--- config.mk ---
export PLATFORM = sky130hd
export DESIGN_NAME = sample_readout
export DESIGN_NICKNAME = d
export VERILOG_FILES = /design/src/rtl/oscilo_pkg.sv /design/src/rtl/sample_readout.sv
export SDC_FILE = /design/constraint.sdc
export NUM_CORES = 1
export LEC_CHECK = 0
export BUFFER_PORTS_ARGS = -buffer_cell sky130_fd_sc_hd__buf_2
export CAP_MARGIN = 20
export CORE_UTILIZATION = 50
export CTS_BUF_LIST = sky130_fd_sc_hd__clkbuf_4
export CTS_CLUSTER_DIAMETER = 50
export DETAILED_ROUTE_END_ITERATION = 8
export GPL_TIMING_DRIVEN = 0
export HOLD_SLACK_MARGIN = 0.03
export PLACE_DENSITY = 0.74
export SLEW_MARGIN = 20
export SYNTH_ARGS = -nofsm -noshare
export SYNTH_HDL_FRONTEND = slang
export SYNTH_SLANG_ARGS = --single-unit
--- constraint.sdc ---
create_clock -name clk_50mhz -period 2.6 [get_ports clk_50mhz]
set_input_delay 0.13 -clock clk_50mhz [delete_from_list [all_inputs] [get_ports clk_50mhz]]
set_output_delay 0.13 -clock clk_50mhz [all_outputs]
set_load 0.005 [all_outputs]
--- src/rtl/oscilo_pkg.sv ---
// Shared definitions for the oscilloscope capture/readout path.
//   OSC_SAMPLE_DEPTH : default sample RAM address width (shared with the sampler)
//   readout_state_e  : readout FSM state encoding
//   SYNC0 / SYNC1    : frame sync bytes used when READOUT_FRAMING_EN is defined
package oscilo_pkg;

  localparam int OSC_SAMPLE_DEPTH = 8;

  localparam logic [7:0] SYNC0 = 8'hA5;
  localparam logic [7:0] SYNC1 = 8'h5A;

  typedef enum logic [2:0] {
    ST_IDLE    = 3'd0,
    ST_HDR0    = 3'd1,
    ST_HDR1    = 3'd2,
    ST_WAIT    = 3'd3,
    ST_LOAD    = 3'd4,
    ST_PRESENT = 3'd5,
    ST_CSUM    = 3'd6,
    ST_DONE    = 3'd7
  } readout_state_e;

endpackage

--- src/rtl/sample_readout.sv ---
// sample_readout: after a capture, unrolls the circular sample RAM into time
// order (starting PRE_TRIG samples before the trigger address) and streams the
// bytes over a valid/ready byte interface. Owns the RAM read port only.
//
// Ports:
//   clk_50mhz  in   system clock, rising edge
//   reset      in   asynchronous active-low reset
//   start      in   one-cycle frame request (ignored unless idle)
//   trig_addr  in   trigger sample address, sampled with start
//   busy       out  high from accepted start until the frame finishes
//   rd_addr    out  registered RAM read address
//   rd_data    in   synchronous RAM data, valid the cycle after rd_addr is sampled
//   out_data   out  stream byte
//   out_valid  out  stream valid
//   out_ready  in   stream ready
//   frame_done out  one-cycle pulse after the last byte transfers
//   dbg_state  out  current FSM state
//
// Handshake: a byte transfers on a rising edge where out_valid && out_ready.
// Once raised, out_valid and out_data stay stable until that transfer.
//
// Build option: READOUT_FRAMING_EN adds a 0xA5,0x5A header and a trailing
// modulo-256 sum of the sample bytes.
module sample_readout
  import oscilo_pkg::*;
#(
  parameter int SAMPLE_DEPTH = OSC_SAMPLE_DEPTH,
  parameter int PRE_TRIG     = 2 ** (SAMPLE_DEPTH - 1)
) (
  input  logic                    clk_50mhz,
  input  logic                    reset,
  input  logic                    start,
  input  logic [SAMPLE_DEPTH-1:0] trig_addr,
  output logic                    busy,
  output logic [SAMPLE_DEPTH-1:0] rd_addr,
  input  logic [7:0]              rd_data,
  output logic [7:0]              out_data,
  output logic                    out_valid,
  input  logic                    out_ready,
  output logic                    frame_done,
  output readout_state_e          dbg_state
);

  // Frame length needs one extra bit so the full 2**SAMPLE_DEPTH count fits.
  localparam logic [SAMPLE_DEPTH:0]   FRAME_LEN = {1'b1, {SAMPLE_DEPTH{1'b0}}};
  localparam logic [SAMPLE_DEPTH-1:0] PRE_OFS   = SAMPLE_DEPTH'(PRE_TRIG);

  readout_state_e          state_q, state_d;
  logic [SAMPLE_DEPTH-1:0] rd_addr_q, rd_addr_d;
  logic [SAMPLE_DEPTH:0]   remaining_q, remaining_d;
  logic [7:0]              out_data_q, out_data_d;
  logic                    out_valid_q, out_valid_d;
  logic                    busy_q, busy_d;
  logic                    xfer;
`ifdef READOUT_FRAMING_EN
  logic [7:0]              csum_q, csum_d;
`endif

  assign xfer = out_valid_q & out_ready;

  always_comb begin
    state_d     = state_q;
    rd_addr_d   = rd_addr_q;
    remaining_d = remaining_q;
    out_data_d  = out_data_q;
    out_valid_d = out_valid_q;
    busy_d      = busy_q;
`ifdef READOUT_FRAMING_EN
    csum_d      = csum_q;
`endif
    case (state_q)
      ST_IDLE: begin
        if (start) begin
          // Subtraction wraps modulo the RAM size.
          rd_addr_d   = trig_addr - PRE_OFS;
          remaining_d = FRAME_LEN;
          busy_d      = 1'b1;
`ifdef READOUT_FRAMING_EN
          csum_d      = '0;
          out_data_d  = SYNC0;
          out_valid_d = 1'b1;
          state_d     = ST_HDR0;
`else
          state_d     = ST_WAIT;
`endif
        end
      end
`ifdef READOUT_FRAMING_EN
      ST_HDR0: begin
        if (xfer) begin
          out_data_d = SYNC1;
          state_d    = ST_HDR1;
        end
      end
      ST_HDR1: begin
        if (xfer) begin
          out_valid_d = 1'b0;
          state_d     = ST_WAIT;
        end
      end
`endif
      // rd_addr is stable here; the RAM registers it at the end of this cycle.
      ST_WAIT: state_d = ST_LOAD;
      ST_LOAD: begin
        out_data_d  = rd_data;
        out_valid_d = 1'b1;
        remaining_d = remaining_q - 1'b1;
`ifdef READOUT_FRAMING_EN
        csum_d      = csum_q + rd_data;
`endif
        state_d     = ST_PRESENT;
      end
      ST_PRESENT: begin
        if (xfer) begin
          if (remaining_q != '0) begin
            out_valid_d = 1'b0;
            rd_addr_d   = rd_addr_q + 1'b1;
            state_d     = ST_WAIT;
          end else begin
`ifdef READOUT_FRAMING_EN
            // csum_q already includes the last sample (added in LOAD).
            out_data_d  = csum_q;
            state_d     = ST_CSUM;
`else
            out_valid_d = 1'b0;
            state_d     = ST_DONE;
`endif
          end
        end
      end
`ifdef READOUT_FRAMING_EN
      ST_CSUM: begin
        if (xfer) begin
          out_valid_d = 1'b0;
          state_d     = ST_DONE;
        end
      end
`endif
      ST_DONE: begin
        busy_d  = 1'b0;
        state_d = ST_IDLE;
      end
      default: state_d = ST_IDLE;
    endcase
  end

  always_ff @(posedge clk_50mhz or negedge reset) begin
    if (!reset) begin
      state_q     <= ST_IDLE;
      rd_addr_q   <= '0;
      remaining_q <= '0;
      out_data_q  <= '0;
      out_valid_q <= 1'b0;
      busy_q      <= 1'b0;
`ifdef READOUT_FRAMING_EN
      csum_q      <= '0;
`endif
    end else begin
      state_q     <= state_d;
      rd_addr_q   <= rd_addr_d;
      remaining_q <= remaining_d;
      out_data_q  <= out_data_d;
      out_valid_q <= out_valid_d;
      busy_q      <= busy_d;
`ifdef READOUT_FRAMING_EN
      csum_q      <= csum_d;
`endif
    end
  end

  assign busy       = busy_q;
  assign rd_addr    = rd_addr_q;
  assign out_data   = out_data_q;
  assign out_valid  = out_valid_q;
  assign frame_done = (state_q == ST_DONE);
  assign dbg_state  = state_q;

endmodule
After elaboration in Yosys (flattened, before gate mapping)
Cells that the tools add are included.
Operators by class
  $add $sub $neg: 3
  $mul: 0
  divide/modulo/power cells: 0
  $lt $le $gt $ge: 0
  eq/ne operators: 7
  shift-type cells: 0
  mux-type cells: 14
  bitwise logic cells: 1
  reductions and logical operators: 11
Operator list (number)
  two-way mux 8 bit: 3
  case mux 9 bit (2 select lines): 1
  case mux 8 bit (2 select lines): 1
  case mux 3 bit (4 select lines): 1
  equality test 3 bit, second input constant: 3
  two-way mux 3 bit: 3
  two-way mux 9 bit: 1
  nonzero test 9 bit: 1
  subtractor 9 x 1 -> 9 bit, second input constant: 1
  adder 8 x 1 -> 8 bit, second input constant: 1
  AND reduction 2 bit: 4
  nonzero test 2 bit: 4
  subtractor 8 bit, second input constant: 1
  inequality test 2 bit, second input constant: 3
  case mux 1 bit (2 select lines): 2
  AND reduction 4 bit: 1
  equality test 3 x 2 -> 1 bit, second input constant: 1
  zero test 3 bit: 1
  two-way mux 1 bit: 2
  bitwise AND 1 bit: 1
Word-level totals
  flip-flop bits (word level): 30
  bits in latches: 0
  RAM bits: 0
  memory bits (read-only): 0
  input bits: 20
  output and inout port bits: 22
  logic and storage cells: 42
  memories kept: 0

Depth between registers and ports, before layout
Gate-level depths: netlist of run 1.
  word-level depth: 4
  depth in mapped cells: 7
  gate-level depth less buffers: 6

Worst setup path after synthesis of run 1
OpenSTA, ideal clock, no wires.
  path kind: flip-flop to flip-flop
  start: reg state_q[2], in the netlist dbg_state[2]
  end: reg rd_addr_q[0], in the netlist rd_addr[0]
  setup time: 121 ps
  arrival time: 1463 ps
  data required time: 2479 ps
  setup slack: 1016 ps
  stages on the path, launching flop included: 7
  buffers on the path: 2
  period minus slack after synthesis: 1584 ps
  path through: dfrtp_1 -> buf_6 -> or3b_1 -> a21oi_2 -> buf_6 -> nand3_2 -> a22o_1
Between the ends
  cells in the longest elaborated chain, start to end: 3
  elaborated cells between the ends (all ways): 8
  classes of those cells: 4 x eq/ne; 1 x mux; 3 x reduce/logical
RTL lines
  start: declaration: RTL line sample_readout.sv:48  | readout_state_e state_q, state_d;
  start signal: assignment: RTL line sample_readout.sv:159  | state_q <= state_d;
  equality test 3 bit or zero test 3 bit (tied branches): RTL line sample_readout.sv:71  | case (state_q)
  inequality test 2 bit (no line) or nonzero test 2 bit (tied branches)
  AND reduction 4 bit (no line)
  end signal: assignment: RTL line sample_readout.sv:160  | rd_addr_q <= rd_addr_d;
  end: declaration: RTL line sample_readout.sv:49  | logic [SAMPLE_DEPTH-1:0] rd_addr_q, rd_addr_d;
Parallel ways exist; a longest one is shown, timed or not.
A chain may end at the register's enable or synchronous reset.

Worst setup path after layout of run 1
Ends and elaborated chain as after synthesis.

==> flow_results.org, run 1 <==
** Run status
- The flow ran to the end, but the final reports show violations.
- The final reports fail on design-rule violations.

** Clock network
- Post-CTS Setup Inserts :: 0
- Largest buffer count on any clock path :: 2
- Clock tree from TritonCTS :: built
- Insertion delay to the later sink of the worst-skew pair :: 0.33 ns
- Clock root buffer :: clkbuf_4
- Total of cells resized after clock tree synthesis :: 0
- In this run, CTS created clock tree buffers numbering 5.
- Clock tree synthesis found a total of 30 sinks.
- Clock transition at path regs :: 0.10 ns
- Clock H-tree levels :: 2

** Power
- Part of the power in the clock network :: 17.3%
- VDD sags by at most 740.2 uV.
- Net switching is 39.23% of the power.
- Internal power consumption :: 0.001292 W
- Power density relative to cell area :: 1097 nW/um^2
- Combinational share of power :: 41.6%
- Sequential cells account for 41.1% of the total power.
- Net Switching :: 0.0008339 W
- Static Leakage :: 0.9653 nW

** Worst setup path
- Worst setup path class :: reg2reg
- Worst setup EP type :: register
- Maximum fanout along the worst path :: 10
- Crit start category :: register
- Reg-to-reg setup timing slack :: 0.92 ns
- Data required time of the critical path :: 2.83 ns
- Data arrives at the worst endpoint at 1.92 ns.

** Timing
- The tightest hold path in the finished design has a slack of 0.07137 ns.
- Maximum achievable frequency :: 593.7 MHz
- The number of max-slew violations in the final report is 0.
- Post-route worst setup slack :: 0.9157 ns
- Headroom to the max-slew limit came out at 54.89%.
- For the pin with the worst max-slew slack, the measured transition is 0.6766 ns.
- The final count of hold timing violations came to 0.
- Setup repair after global routing left no endpoint under its margin.
- Setup TNS Final :: 0 ns
- The final critical path takes up 64.78% of the cycle.
- The worst path in the final design needs a cycle of 1.684 ns, including I/O delays and setup.
- Total setup violations reported at the end of the flow :: 0
- Post-Route Skew :: 0.006659 ns

** Floorplan
- Row count :: 19
- Measured along the y axis, the die boundary spans 57.07 microns.
- Floorplan die width :: 57.07 microns
- I/O pin count :: 42
- Full die area :: 3257 sq um
- The total area inside the core boundary comes to 2805 sq um.
- Effective utilization at floorplan :: 54.06%

** Global routing
- In the global route stage, overall resource usage came out at 23.72%.
- The via count of the first global-routing pass is 1371.
- Antenna violations before repair :: 0
- The first global-routing pass estimated 5899 microns of wire.
- Entering global routing, the biggest net connects 31 pins.
- For this run the aggregate overflow at the end of global routing stands at 0.

** Route
- In the routed design, unresolved DRC markers number 5.
- Dividing the detail-routed via count by the number of cells gives 5.667.
- Number of nets with antenna violations after routing :: 0
- After detailed routing, the total wire length is 3493 microns.
- Post-DR wirelength/cell :: 13.70 microns
- In this run, the number of DRC markers left after iteration 0 of detailed routing was 53.
- The pre-antenna-repair detailed-routing pass consisted of 7 iterations.
- The detailed router placed 1445 vias in this run.

** Logic synthesis
- Count of flip-flops with a built-in enable after synthesis :: 0
- For this run, the number of Yosys warnings is 0.
- Among all flip-flop cells after synthesis, the most frequent one is dfrtp_1.
- The largest total area in the synthesized netlist belongs to dfrtp_1.
- Biggest area contributors in the synthesized netlist :: dfrtp_1 (50%), nand2_1 (11%), mux2i_1 (3.3%), o21ai_0 (3.0%), a21oi_1 (2.3%)
- Synth Cell Area :: 1516 sq um
- The synthesized netlist contains 40 unique library cells.
- Post-Synthesis Cells :: 165
- Counting instances in the post-synthesis netlist gives the leading cell types as nand2_1 (44), dfrtp_1 (30), o21ai_0 (9).
- Area fraction of the dominant cell type after synthesis :: 49.50%
- Share of synthesized area occupied by flip-flops and latches :: 49.50%
- Dominant cell by count in the synthesized netlist :: nand2_1
- Syn Nets :: 187
- After synthesis, the share of flip-flops with an asynchronous set or reset is 100.0%.
- Synthesized area per cell :: 9.191 sq um
- The synthesized design contains 30 register bits.

** Placement
- In this run the tool buffered the top-level ports with 41 buffer cells.
- Placed wire-length estimate :: 2422 microns
- Routability-driven placement finished with a final weighted congestion of 0.7983.
- Summing all placed instances gives a cell area of 1760 sq um.
- Setup slack at placement :: 0.9284 ns

** Final layout
- Final design area excluding fillers :: 1938 sq um
- Nets :: 245
- Antenna diode count :: 0
- Cells with a size suffix above 1 make up 26.79% of the layout.
- Synth-to-Final Area Change :: 27.81%

** Worst hold path
- Hold Crit Class :: in2reg

** Run
- Maxcap violations :: 0
metal layers:
layer	global-route usage [%]	part of all wire, %	up-vias
met5	0	0	-
met4	9.756	1.3	0
met3	5.442	4.9	7
met2	39.33	51	50
met1	30.10	43	696
li1	-	-	692
metrics by stage:
| step | total power [W] | utilization (%) | instances |
|---|---|---|---|
| 5_1_grt | 0.002293 | 69.09 | 255 |
| 3_3_place_gp | 0.001688 | 62.76 | 237 |
| 6_report | 0.002126 | 69.09 | 255 |
| 4_1_cts | 0.002138 | 69.09 | 255 |
| 2_1_floorplan | 0.001416 | - | 165 |
| 3_5_place_dp | 0.001752 | 62.76 | 237 |
cells in the final DEF (no fill, tap or decap), types with 3 or more instances in the layout:
cell type	n
buf_2	44
nand2_1	44
dfrtp_1	30
dlygate4sd3_1	10
o21ai_0	9
a21oi_1	7
nand3_1	6
inv_1	5
nor2_1	5
a31oi_1	5
mux2i_1	5
clkbuf_4	5
nand4_1	4
and2_1	3
nor4_1	3
timing repair:
item                       4_1_cts  5_1_grt
hold endpoints to repair        39        0
hold buffers                    10        0
setup endpoints to repair        0        0
worst max-delay path, stage by stage (launching register included):
cell and delay (ns):
dfrtp_1 0.42, buf_6 0.15, or3b_1 0.39, a21oi_2 0.17, buf_6 0.16, nand3_2 0.07
a22o_1 0.23
state kept, by name, indices dropped and copies added, names as in the netlist:
register	count
rd_addr	8
out_data	8
out_valid	1
busy	1
remaining_q	9
dbg_state	3
cell type report:
cell class	instances	area, sq um
Clock buffer	5	37.54
Timing Repair Buffer	51	305.3
Tap cell	31	38.79
Sequential cell	30	750.7
Fill cell	242	867.1
Clock inverter	3	40.04
Inverter	5	18.77
Multi-Input combinational cell	121	686.9
Buffer	9	60.06
power by group through the flow:
stage          combinational, W  clock (W)  sequential (W)
6_report               0.000884   0.000369        0.000873
5_1_grt                0.000993   0.000393        0.000907
4_1_cts                0.000891   0.000378        0.000869
3_5_place_dp           0.000876          0        0.000876
3_3_place_gp           0.000833          0        0.000854
2_1_floorplan          0.000555          0        0.000861
cell families (layout without fill, tap and decap cells):
logic type	count (synthesis)	in the layout	share of synthesized area, %
AO/OA/AOI/OAI	31	31	13.04
flip-flops	30	30	49.50
adder cells (fa/ha/maj)	2	2	1.650
AND/OR/NAND/NOR	83	83	27.31
buffers and inverters	14	73	5.198
multiplexers	5	5	3.300
path summary, 6_finish.rpt:
kind	startpoint	cells after the start	to
min	trig_addr[4]	3	rd_addr[4]
min reg2reg	out_data[3]	2	out_data[3]
min in group asynchronous	reset	2	dbg_state[2]
max	dbg_state[2]	6	rd_addr[0]
max reg2reg	dbg_state[2]	6	rd_addr[0]
max in group asynchronous	reset	2	out_data[6]
Note: power is estimated with default switching activity, not from simulation.
==> run 2: changes to the inputs <==
==> constraint.sdc (replaced) <==
create_clock -name clk_50mhz -period 1.7 [get_ports clk_50mhz]
set_input_delay 0.085 -clock clk_50mhz [delete_from_list [all_inputs] [get_ports clk_50mhz]]
set_output_delay 0.085 -clock clk_50mhz [all_outputs]
set_load 0.005 [all_outputs]
==> run 2 against run 1 <==
  * Fmax shrank 0.48%
  * Utilization is 4.3 points higher
  * Global-route usage is essentially flat
  * Die area stayed put
  * The flow still finishes with violations (design-rule violations)
==> flow_results.org, run 2 (synthesized netlist as in run 1, its figures left out) <==
** Final layout
- The number of flip-flops under the largest register name is 9 (unchanged).
- remaining_q holds more flip-flops than any other register.
- The area of all sequential standard cells was 753.2 sq um (+0.33%).
- The top cell types in the final layout, fill and taps aside, are nand2_1 (44), buf_2 (44), dfrtp_1 (28).
- Synth-to-Final Area Change :: 35.81%
- Fill cell total of the finished layout :: 224 (-7.4%)
- The number of nets at the end of the flow is 254 (+3.7%).
- Area of the multi-input gates :: 719.4 sq um (+4.7%)
- The summed area of non-filler cells in the final layout was 2059 sq um (+6.3%).
- The proportion of layout cells with a drive suffix above 1 is 33.48% (+6.7 points).
- The number of antenna cells inserted came to 0 (unchanged).

** Global routing
- Maximum number of pins on one net before global-route repair :: 31 (unchanged)
- The total global-route track usage came to 23.77% (+0.049 points).
- Wire length of the first global-routing pass :: 5913 microns (+0.24%)
- GRT overflow :: 0 (unchanged)
- Number of global-route vias before repair :: 1374 (+0.22%)
- Antenna violations before repair :: 0 (unchanged)

** Timing
- The number of max-slew violations in the final report was 0 (unchanged).
- The worst-margin pin slew is 0.6709 ns (-0.005695 ns).
- Final hold vios :: 0 (unchanged)
- Post-route worst setup slack :: 0.007574 ns (-0.9081 ns)
- The period utilization is 99.55% (+35 points).
- Total setup violations reported at the end of the flow :: 0 (unchanged)
- The worst slack on hold paths is 0.04002 ns (-0.03135 ns).
- The post-route clock skew was 0.005986 ns (-0.0006731 ns).
- Maximum achievable frequency :: 590.9 MHz (-0.48%)
- The time the worst path needs with I/O delays and setup came to 1.692 ns (+0.008094 ns).
- RSZ-0062 raised after global routing :: yes
- The headroom to the max-slew limit came to 55.27% (+0.38 points).

** Route
- Violation count after the first detailed-route iteration :: 72 (+36%)
- The total wirelength of the detailed-routed design is 3859 microns (+10%).
- The detailed-route vias per instance came to 5.633 (-0.60%).
- The number of DRC violations after detailed routing came to 5 (unchanged).
- The antenna violation net count after detailed routing is 0 (unchanged).
- Routed via count :: 1487 (+2.9%)
- The final routed wire length divided by cell count is 14.62 microns (+6.7%).
- First-pass DRT Iterations :: 6 (-1)

** Worst hold path
- Hold Crit Class :: in2reg

** Worst setup path
- Counting stages on the worst path, the most repeated cell is buf_6.
- CP max-delay cell :: dfrtp_1
- STA classifies the critical path startpoint as a register.
- The worst reg-to-reg setup slack was 0.008 ns (-0.91 ns).
- Data arrival time at the worst-slack endpoint :: 1.93 ns (about the same)
- The required time at the endpoint of the critical path is 1.94 ns (-0.89 ns).
- The maximum net fanout on the critical path came to 9 (-1).
- The largest stage delay on the critical path was 0.42 ns (about the same).
- Worst setup EP type :: register
- The critical path is of the reg2reg type.
- Worst-path cell chain :: buf_6, or3b_1, a21oi_2, buf_6, nand3_2, a22o_1

** Placement
- The final weighted congestion of routability-driven global placement was 0.7983 (unchanged).
- Placed wire-length estimate :: 2422 microns (unchanged)
- The cell area reported after detailed placement was 1760 sq um (unchanged).
- Number of buffers added on ports :: 41 (unchanged)
- Setup slack at placement :: 0.02842 ns (-0.9000 ns)

** Clock network
- TritonCTS built the clock tree.
- The clock buffer count from CTS is 5 (unchanged).
- Insertion delay to the later sink of the worst-skew pair :: 0.34 ns (about the same)
- The maximum clock insertion buffer count is 2 (unchanged).
- TritonCTS Sinks :: 30 (unchanged)
- The register clock-pin slew on the reported worst setup and hold paths is 0.10 ns (about the same).
- Clock root buffer :: clkbuf_4
- The number of H-tree levels was 2 (unchanged).

** Floorplan
- Floorplan die width :: 57.07 microns (unchanged)
- The cell row count came to 19 (unchanged).
- The overall die area came to 3257 sq um (unchanged).
- The initial cell density of the core is 54.06% (unchanged).
- Die boundary height :: 57.07 microns (unchanged)
- The count of pins on the block boundary is 42 (unchanged).
- Placeable Area :: 2805 sq um (unchanged)

** Run
- The max-cap check violation count is 0 (unchanged).

** Power
- Worst ir drop on vdd :: 1150 uV (+55%)
- Static Leakage :: 1.026 nW (+6.3%)
- Power density relative to cell area :: 1687 nW/um^2 (+54%)
- Total power consumption of the routed design :: 0.003474 W (+63%)

** Run status
- Status :: finished, violations left
- Failing checks :: design-rule violations
[run 2: path summary, 6_finish.rpt]
check | start | end | depth (start not counted)
min in group asynchronous | reset | dbg_state[2] | 2
worst max register to register | dbg_state[2] | rd_addr[0] | 6
worst min-delay path | start | dbg_state[0] | 3
worst min register to register | out_data[3] | out_data[3] | 2
worst max-delay path | dbg_state[2] | rd_addr[0] | 6
max in group asynchronous | reset | remaining_q[4] | 2
[run 2: layer usage]
layer,share of wire (%),wire [microns],track usage (%),vias to the layer above
met1,42,1626,30.25,709
met4,1.7,65,9.756,0
met2,50,1925,39.33,60
li1,-,-,-,710
met5,0,0,0,-
met3,6.3,242,5.442,8
[run 2: through the flow]
stage	setup TNS, ns	std cells	utilization (%)
floorplan	0	165	-
global placement	0	237	62.76
detailed placement	0	237	62.76
CTS	0	256	69.45
global route	-0.1272	264	73.42
finish	0	264	73.42
[run 2: layout make-up]
cell class	count	share of cell area, %
inverters	5	0.9113
flip-flops and latches	30	36.57
plain buffers	8	3.584
well taps	31	1.883
clock inverters	3	1.944
multi-input cells	121	34.93
clock buffers	5	1.823
repair buffers	61	18.35
[run 2: report_power, final]
part	internal [W]	total, W	switching [W]
registers	0.00104	0.00137	0.000325
logic	0.000759	0.00154	0.000781
clock network	0.000304	0.000566	0.000262
[run 2: critical path: cells and delay by family, from the launching register on]
family	cells	cell delay, ns
compound gates	2	0.43
buf+inv	2	0.30
flops	1	0.42
simple gates	2	0.44
[run 2: timing repair]
item / in CTS / in global routing
buffers inserted: 0 / 7
gates resized for setup: 0 / 18
hold endpoints to repair: 40 / 0
endpoints found under the setup margin: 0 / 17
hold buffers: 11 / 0
==> run 3: changes to the inputs <==
--- a/config.mk
+++ b/config.mk
@@ -7,12 +7,13 @@
 export LEC_CHECK = 0
 export BUFFER_PORTS_ARGS = -buffer_cell sky130_fd_sc_hd__buf_2
 export CAP_MARGIN = 20
+export CORE_MARGIN = 2
 export CORE_UTILIZATION = 50
 export CTS_BUF_LIST = sky130_fd_sc_hd__clkbuf_4
 export CTS_CLUSTER_DIAMETER = 50
 export DETAILED_ROUTE_END_ITERATION = 8
 export GPL_TIMING_DRIVEN = 0
-export HOLD_SLACK_MARGIN = 0.03
+export HOLD_SLACK_MARGIN = 0.05
 export PLACE_DENSITY = 0.74
 export SLEW_MARGIN = 20
 export SYNTH_ARGS = -nofsm -noshare
==> run 3 against run 2 <==
  * The run now ends clean
  * First-iteration DRC count grew 13%
  * Via count fell by 1.5%
  * Combinational power barely moved
  * Clock skew decreased by 0.00051 ns
  * Worst hold slack better by 0.019 ns
  * Non-clock buffer count rose by 1
  * Clock power increased by 3%
  * Global-route usage decreased by 1.0 points
==> flow_results.org, run 3 (synthesized netlist as in run 1, its figures left out) <==
** Timing
- The setup total negative slack was 0 ns (unchanged).
- Post-Route Skew :: 0.005473 ns (-0.0005137 ns)
- The headroom to the max-slew limit came to 57.29% (+2.0 points).
- Worst Max-Slew Pin Slew :: 0.6407 ns (-0.03027 ns)
- The final count of hold timing violations is 0 (unchanged).
- Post-route worst setup slack :: 0.04612 ns (+0.03855 ns)
- Max-slew violation count :: 0 (unchanged)
- The period utilization came to 97.29% (-2.3 points).
- The final number of setup-violating endpoints is 0 (unchanged).
- The time the worst path needs with I/O delays and setup came to 1.654 ns (-0.03855 ns).
- RSZ-0062 raised after global routing :: yes
- Maximum achievable frequency :: 604.6 MHz (+2.3%)

** Placement
- GP Congestion :: 0.8226 (+3.0%)
- The worst slack at placement was 0.02808 ns (-0.0003398 ns).
- Number of buffers added on ports :: 41 (unchanged)
- Placed standard-cell area :: 1760 sq um (unchanged)
- The placed wire-length estimate was 2390 microns (-1.3%).

** Worst setup path
- Endpoint of the worst-slack reg-to-reg timing path :: rd_addr[5]
- The required time at the endpoint of the critical path was 1.94 ns (about the same).
- The number of cell instances on the worst register-to-register path is 6 (unchanged).
- Worst setup EP type :: register
- The data arrival time at the worst-slack endpoint is 1.89 ns (-0.04 ns).
- Beginning of the worst register-to-register path :: dbg_state[2]
- CP max-delay cell :: dfrtp_1
- The worst setup path is launched from a register.
- The signal on the critical path passes through buf_6, or3b_1, a21oi_2, buf_2, nand3_1, o2bb2ai_1.
- The worst setup path is of the reg2reg kind.
- The maximum net fanout on the critical path came to 8 (-1).
- The worst reg-to-reg setup slack came to 0.05 ns (+0.04 ns).
- The largest stage delay on the critical path is 0.41 ns (about the same).

** Global routing
- GRT overflow :: 0 (unchanged)
- Number of global-route vias before repair :: 1322 (-3.8%)
- Wire length of the first global-routing pass :: 5844 microns (-1.2%)
- The maximum number of pins on one net before global-route repair came to 31 (unchanged).
- The total global-route track usage was 22.77% (-1.0 points).
- Antenna violations before repair :: 0 (unchanged)

** Route
- Via-per-instance ratio :: 5.528 (-1.9%)
- Routed wire length :: 3751 microns (-2.8%)
- Met1 Routed Length :: 1694 microns (+4.2%)
- The antenna violation net count after detailed routing came to 0 (unchanged).
- In this run the top signal layer used is met4.
- The number of detailed-routing iterations run before antenna repair is 4 (-2).
- DRC Markers :: 0 (-5)
- Routed via count :: 1465 (-1.5%)
- Length of routed met3 wiring :: 194 microns (-20%)
- Violation count after the first detailed-route iteration :: 81 (+13%)
- The amount of wire on met2 after detailed routing was 1788 microns (-7.1%).
- The final routed wire length divided by cell count came to 14.15 microns (-3.2%).

** Final layout
- The number of antenna cells inserted was 0 (unchanged).
- The number of fill cells in the layout is 226 (+0.89%).
- The summed area of non-filler cells in the final layout is 2069 sq um (+0.49%).
- Commonest non-fill, non-tap cells in the layout :: buf_2 (43), nand2_1 (43), dfrtp_1 (29)
- Share of post-route cells with drive strength above 1 :: 32.48% (-1.0 points)
- The number of flip-flops under the largest register name was 9 (unchanged).
- Largest reg by FF count :: remaining_q
- Relative to the synthesized area, the layout overhead comes to 36.47%.
- Nets :: 255 (+0.39%)

** Power
- The total power density per cell area came to 1682 nW/um^2 (-0.29%).
- Worst ir drop on vdd :: 860.9 uV (-25%)
- Static Leakage :: 1.023 nW (-0.28%)
- The total power was 0.003481 W (+0.19%).

** Clock network
- The clock latency on the worst-skew pair was 0.34 ns (about the same).
- Largest buffer count on any clock path :: 2 (unchanged)
- Clock tree from TritonCTS :: built
- The number of H-tree levels came to 2 (unchanged).
- Clock root buffer :: clkbuf_4
- The register clock-pin slew on the reported worst setup and hold paths is 0.10 ns (about the same).
- The clock buffer count from CTS came to 5 (unchanged).
- The number of clock sinks seen by CTS is 30 (unchanged).

** Floorplan
- Row count :: 19 (unchanged)
- The count of pins on the block boundary is 42 (unchanged).
- The die extent in y came to 59.07 microns (+3.5%).
- Effective utilization at floorplan :: 53.60% (-0.45 points)
- The overall die area came to 3489 sq um (+7.1%).
- The die extent in x is 59.07 microns (+3.5%).
- The total core area is 2829 sq um (+0.85%).

** Worst hold path
- The startpoint identified for the worst hold timing path is trig_addr[3].
- The path with the worst hold slack has its endpoint at rd_addr[3].
- The min-delay analysis places its worst path in the category in2reg.
- The hold path depth is 3 (unchanged).

** Run
- The max-cap check violation count is 0 (unchanged).

** Run status
- Status :: complete, no violations
run 3: power breakdown:
group | internal, W | switching (W) | total, W
clock network | 0.000308 | 0.000275 | 0.000584
registers | 0.00104 | 0.000317 | 0.00136
logic | 0.000763 | 0.000775 | 0.00154
run 3: cell type report:
class | instances | area (sq um) | share of cell area [%]
flip-flops and latches | 30 | 752.0 | 36.34
multi-input cells | 121 | 716.9 | 34.64
repair buffers | 62 | 390.4 | 18.86
plain buffers | 8 | 70.07 | 3.386
clock inverters | 3 | 45.04 | 2.177
well taps | 31 | 38.79 | 1.874
clock buffers | 5 | 37.54 | 1.814
inverters | 5 | 18.77 | 0.9069
run 3: metrics by stage:
| step | util [%] | hold WS (ns) | instances |
|---|---|---|---|
| 3_3_place_gp | 62.23 | 0.1485 | 237 |
| 4_1_cts | 69.39 | 0.05622 | 257 |
| 3_5_place_dp | 62.23 | 0.1546 | 237 |
| 6_report | 73.15 | 0.05856 | 265 |
| 2_1_floorplan | - | -0.2106 | 165 |
| 5_1_grt | 73.15 | 0.07383 | 265 |
run 3: what timing repair did:
item	4_1_cts	5_1_grt
endpoints found under the hold margin	41	0
gates resized for setup	0	15
setup endpoints to repair	0	18
buffers inserted	0	8
hold buffers	12	0
run 3: worst max path at each step:
stage	startpoint	endpoint	slack, ns	cells after the start
after global routing	dbg_state[2]	rd_addr[2]	-0.03	6
final	dbg_state[2]	rd_addr[5]	0.05	6
after detailed placement	dbg_state[0]	rd_addr[0]	0.03	6
after floorplan	dbg_state[2]	rd_addr[0]	0.12	6
after global placement	dbg_state[2]	rd_addr[0]	0.06	6
after CTS	dbg_state[0]	rd_addr[0]	0.01	6
run 3: routing by layer:
metal	vias up	GRT usage, %
li1	715	-
met5	-	0
met1	689	29.20
met2	54	36.67
met3	7	5.022
met4	0	10.71
run 3: critical path: cells and delay by family (launching register included):
family / cells / cell delay [ns]
AOI/OAI and AO/OA: 2 / 0.33
DFF: 1 / 0.41
and+or+nand+nor: 2 / 0.46
buffers and inverters: 2 / 0.34
